### config.mk
export PLATFORM = sky130hd
export DESIGN_NAME = param_updown_counter
export DESIGN_NICKNAME = d
export VERILOG_FILES = /design/src/rtl/counter_pkg.sv /design/src/rtl/udcnt_next.sv /design/src/rtl/param_updown_counter.sv
export SDC_FILE = /design/constraint.sdc
export NUM_CORES = 1
export LEC_CHECK = 0
export ABC_AREA = 1
export CELL_PAD_IN_SITES_DETAIL_PLACEMENT = 2
export CELL_PAD_IN_SITES_GLOBAL_PLACEMENT = 2
export CORE_MARGIN = 10
export CORE_UTILIZATION = 22
export DETAILED_ROUTE_END_ITERATION = 6
export PLACE_DENSITY_LB_ADDON = 0.12
export SLEW_MARGIN = 20
export SYNTH_ARGS = -nofsm -noshare
export SYNTH_HDL_FRONTEND = slang
export SYNTH_SLANG_ARGS = --single-unit
### constraint.sdc
create_clock -name clk -period 1.4 [get_ports clk]
set_input_delay 0.42 -clock clk [delete_from_list [all_inputs] [get_ports clk]]
set_output_delay 0.42 -clock clk [all_outputs]
set_load 0.01 [all_outputs]
### src/rtl/counter_pkg.sv
`default_nettype none
// +----------------------------------------------------------------------------+
// | Package : counter_pkg                                                      |
// | Brief   : Shared direction constants and default-limit helper for the      |
// |           parameterised up/down counter.                                   |
// | Rev     : 1.0  initial release                                             |
// +----------------------------------------------------------------------------+
package counter_pkg;

  localparam logic CNT_UP   = 1'b1;
  localparam logic CNT_DOWN = 1'b0;

  // Largest value representable in 'width' bits (2**width - 1).
  function automatic int unsigned default_max(input int unsigned width);
    if (width >= 32) begin
      return 32'hFFFF_FFFF;
    end
    return (32'd1 << width) - 32'd1;
  endfunction

endpackage
`default_nettype wire

### src/rtl/udcnt_next.sv
`default_nettype none
// +----------------------------------------------------------------------------+
// | Module  : udcnt_next                                                       |
// | Brief   : Combinational next-count for one enabled step, with overflow and |
// |           underflow flags. Saturate/wrap selection exists only when the    |
// |           UDCNT_SAT_EN macro is defined; otherwise the step always wraps.  |
// | Rev     : 1.0  initial release                                             |
// +----------------------------------------------------------------------------+
module udcnt_next
  import counter_pkg::*;
#(
  parameter int unsigned WIDTH   = 8,
  parameter int unsigned MAX_VAL = default_max(WIDTH)
) (
  input  logic [WIDTH-1:0] count,
  input  logic             updown,
`ifdef UDCNT_SAT_EN
  input  logic             sat_mode,
`endif
  output logic [WIDTH-1:0] next_count,
  output logic             ovf_step,
  output logic             unf_step
);

  localparam logic [WIDTH-1:0] c_max  = MAX_VAL[WIDTH-1:0];
  localparam logic [WIDTH-1:0] c_one  = {{(WIDTH-1){1'b0}}, 1'b1};
  localparam logic [WIDTH-1:0] c_zero = '0;

  logic w_sat;

`ifdef UDCNT_SAT_EN
  assign w_sat = sat_mode;
`else
  // Wrap-only build: the constant folds away every saturate path.
  assign w_sat = 1'b0;
`endif

  // One enabled step: in-range moves by one, out-of-range wraps or holds and flags.
  always_comb begin
    next_count = count;
    ovf_step   = 1'b0;
    unf_step   = 1'b0;
    if (updown == CNT_UP) begin
      // '>=' keeps the result inside 0..MAX even if count were ever above the limit.
      if (count >= c_max) begin
        ovf_step   = 1'b1;
        next_count = w_sat ? c_max : c_zero;
      end else begin
        next_count = count + c_one;
      end
    end else begin
      if (count == c_zero) begin
        unf_step   = 1'b1;
        next_count = w_sat ? c_zero : c_max;
      end else begin
        next_count = count - c_one;
      end
    end
  end

endmodule
`default_nettype wire

### src/rtl/param_updown_counter.sv
`default_nettype none
// +----------------------------------------------------------------------------+
// | Module  : param_updown_counter                                             |
// | Brief   : WIDTH-bit up/down counter with upper limit MAX_VAL, priority     |
// |           clr > load > en, registered ovf/unf pulses and combinational tc. |
// |           Define UDCNT_SAT_EN to add the sat_mode port (saturate vs wrap). |
// | Rev     : 1.0  initial release                                             |
// +----------------------------------------------------------------------------+
module param_updown_counter
  import counter_pkg::*;
#(
  parameter int unsigned WIDTH   = 8,
  parameter int unsigned MAX_VAL = default_max(WIDTH)
) (
  input  logic             clk,
  input  logic             rst_n,
  input  logic             clr,
  input  logic             load,
  input  logic             en,
  input  logic             updown,
  input  logic [WIDTH-1:0] data,
`ifdef UDCNT_SAT_EN
  input  logic             sat_mode,
`endif
  output logic [WIDTH-1:0] data_out,
  output logic             tc,
  output logic             ovf,
  output logic             unf
);

  localparam logic [WIDTH-1:0] c_max = MAX_VAL[WIDTH-1:0];

  logic [WIDTH-1:0] r_count;
  logic             r_ovf;
  logic             r_unf;

  logic [WIDTH-1:0] w_next;
  logic             w_ovf;
  logic             w_unf;
  logic [WIDTH-1:0] w_load_val;

  udcnt_next #(
    .WIDTH   (WIDTH),
    .MAX_VAL (MAX_VAL)
  ) u_next (
    .count      (r_count),
    .updown     (updown),
`ifdef UDCNT_SAT_EN
    .sat_mode   (sat_mode),
`endif
    .next_count (w_next),
    .ovf_step   (w_ovf),
    .unf_step   (w_unf)
  );

  // Loaded values above the limit are clamped so the register never leaves 0..MAX.
  assign w_load_val = (data > c_max) ? c_max : data;

  // Count and flag registers; flags pulse only on the cycle after an out-of-range step.
  always_ff @(posedge clk or negedge rst_n) begin
    if (!rst_n) begin
      r_count <= '0;
      r_ovf   <= 1'b0;
      r_unf   <= 1'b0;
    end else if (clr) begin
      r_count <= '0;
      r_ovf   <= 1'b0;
      r_unf   <= 1'b0;
    end else if (load) begin
      r_count <= w_load_val;
      r_ovf   <= 1'b0;
      r_unf   <= 1'b0;
    end else if (en) begin
      r_count <= w_next;
      r_ovf   <= w_ovf;
      r_unf   <= w_unf;
    end else begin
      r_ovf   <= 1'b0;
      r_unf   <= 1'b0;
    end
  end

  assign data_out = r_count;
  assign ovf      = r_ovf;
  assign unf      = r_unf;

  // Terminal count looks at the limit in the currently selected direction.
  assign tc = ((updown == CNT_UP)   && (r_count == c_max)) ||
              ((updown == CNT_DOWN) && (r_count == '0));

endmodule
`default_nettype wire

==> reports/results.tsv <==
metric	value	unit
H-Tree Depth	1	
register area share after synthesis	0.252	
maximum clock path buffer count	2	
slowest cell delay on critical path	0.40	ns
failing checks	setup timing	
commonest non-fill, non-tap cells in the layout	40 x nand2_1, 35 x buf_4, 16 x inv_1	
Clock Skews	0.00124	ns
status	finished with violations	
PD cells	730	nW/um2
IO Port Bufs	24	
Peak VDD IR	0.604	mV
vias	1313	
Hold Crit Class	input pin to async pin	
max-slew violations	0	
setup slack at placement	-0.830	ns
gp weighted congestion	0.771	
WP data required	0.98	ns
DR iter-0 viols	45	
vias per cell	4.71	
MaxCap Viol Count	0	
pin count of the biggest net entering global routing	10	
Post-Route WL	5080	um
Root Buffer	clkbuf_8	
CP Launch Type	flop	
WP buf/inv	2	
leading area contributor after synthesis	dfrtp_1	
Worst-path clk slew	0.05	ns
CTS buffer count	3	
Slew HR	0.812	
Die Y	87.2	um
number of cell rows	24	
Synth cell types	24	
area share of the largest cell type after synthesis	0.252	
die area	7600	um2
synthesis-stage register bit count	10	
Final Critical Period	1.83	ns
first-pass GRT wire length	7600	um
R2R depth	11	
area delta synth->final	94.8	%
worst-skew pair later-pin latency	0.25	ns
worst setup path class	flop to output port	
placed cell area	1510	um2
Final #Nets	245	
Hold Fails Final Rpt	0	
Finished Cell Area	1940	um2
Antenna diodes	0	
number of global-route vias before repair	1524	
worst slew pin tran	0.280	ns
RSZ-0062 raised after global routing	yes	
starting density of the core	0.228	
Final setup viols	13	
initial antenna violation count	0	
DRT antenna net count	0	
crit-path leading delay family	flip-flops	
Filler Cells Inserted	491	
DR WL/cell	18.2	um
Yosys Warn Count	0	
slack of the critical path	-0.435	ns
CTS tree	built	
Data arrival, critical path	1.41	ns
CP max-delay cell	dfrtp_1	
HPWL Detailed	3610	um
fmax	0.545	GHz
crit-path cells	ha_2 -> inv_2 -> nor2_4 -> nand4_1 -> nand2_2 -> buf_6	
1st-pass router iterations	5	
all-layer global routing usage	0.128	
Synth area leaders	dfrtp_1 25%, nand2_1 22%, nand3_1 8.6%, inv_1 6.8%, buf_6 4.5%	
most common cell after layout, fill and taps aside	nand2_1	
layout cells sized above 1	0.533	
hold buffer count at cts	0	
Syn Area/Cell	6.21	um2
Top Ports	25	
drc violations	0	
Synth Cell Area	993	um2
CP Depth	6	
Cells after Synth	160	
LEAKAGE	0.947	nW
die span in x	87.2	um
Post-Syn Nets	177	
crit-path max FO	3	
Crit. End Element	output port	
Core ar.	4350	um2
clk sinks	10	
final period utilization	1.31	
GR Overflow Total	0	
[final timing paths]
| check | startpoint | to | slack [ns] |
|---|---|---|---|
| worst max register to register | data_out[0] | data_out[4] | -0.20 |
| worst min-delay path | rst_n | data_out[0] | 0.39 |
| max in group asynchronous | rst_n | data_out[6] | 0.64 |
| min in group clk | data_out[6] | data_out[6] | 0.65 |
| worst max-delay path | data_out[0] | tc | -0.43 |
| worst min register to register | data_out[6] | data_out[6] | 0.65 |
[cells in the mapped netlist]
master and n:
nand2_1 57, inv_1 18, nand3_1 17, nor2_1 11
dfrtp_1 10, o21ai_0 7, o21ai_1 7, buf_6 4
inv_2 4, nor2_4 4, ha_1 3, nand4_1 3
nor2_2 3, nand2_2 2, a21oi_1 1, buf_2 1
buf_4 1, nand3_2 1, nor3_1 1, o211ai_1 1
o21ai_2 1, or2_1 1, xnor2_1 1, xor2_1 1
[layout make-up]
class | count | area, um2 | share of cell area
Inverter | 22 | 82.6 | 0.0427
Multi-Input combinational cell | 122 | 875 | 0.452
Sequential cell | 10 | 255 | 0.132
Clock buffer | 4 | 45.0 | 0.0233
Timing Repair Buffer | 69 | 613 | 0.317
Tap cell | 52 | 65.1 | 0.0336
[routing by layer]
metal	vias to the layer above	global-route usage	wire [um]
li1	635	-	-
met1	640	0.133	1980
met2	27	0.249	2850
met3	11	0.0234	155
met4	0	0.0420	92
met5	-	0	0
[flip-flops by register name (all words and copies together), names as in the netlist]
| register | flops |
|---|---|
| ovf | 1 |
| data_out | 8 |
| unf | 1 |
[report_power, final]
part / switching [mW] / internal, mW / total (mW)
Sequential: 0.0299 / 0.312 / 0.342
Combinational: 0.383 / 0.357 / 0.740
Clock: 0.131 / 0.201 / 0.332
[timing repair]
item                                    CTS  global route
pin swaps                                15            22
resized for setup                        79            42
endpoints found under the setup margin   19            16
buffers inserted                         19             8
[cell families after synthesis]
| group | Yosys count | share of synthesized area |
|---|---|---|
| AOI/OAI and AO/OA | 17 | 0.0919 |
| xor gates and xnor gates | 2 | 0.0176 |
| adders and majority gates | 3 | 0.0378 |
| buffers and inverters | 28 | 0.141 |
| DFF | 10 | 0.252 |
| and+or+nand+nor | 100 | 0.460 |
[metrics by stage]
stage,power [mW],hold WS [ns],std cells,utilization,setup TNS (ns)
after global routing,1.51,0.405,279,0.445,-2.76
after floorplan,0.619,0.124,160,-,-0.0944
after detailed placement,0.882,0.550,262,0.347,-5.09
final,1.41,0.389,279,0.445,-1.79
after global placement,0.854,0.537,262,0.347,-4.38
after CTS,1.31,0.397,279,0.405,-2.16
Power figures use the tool's default switching activity.
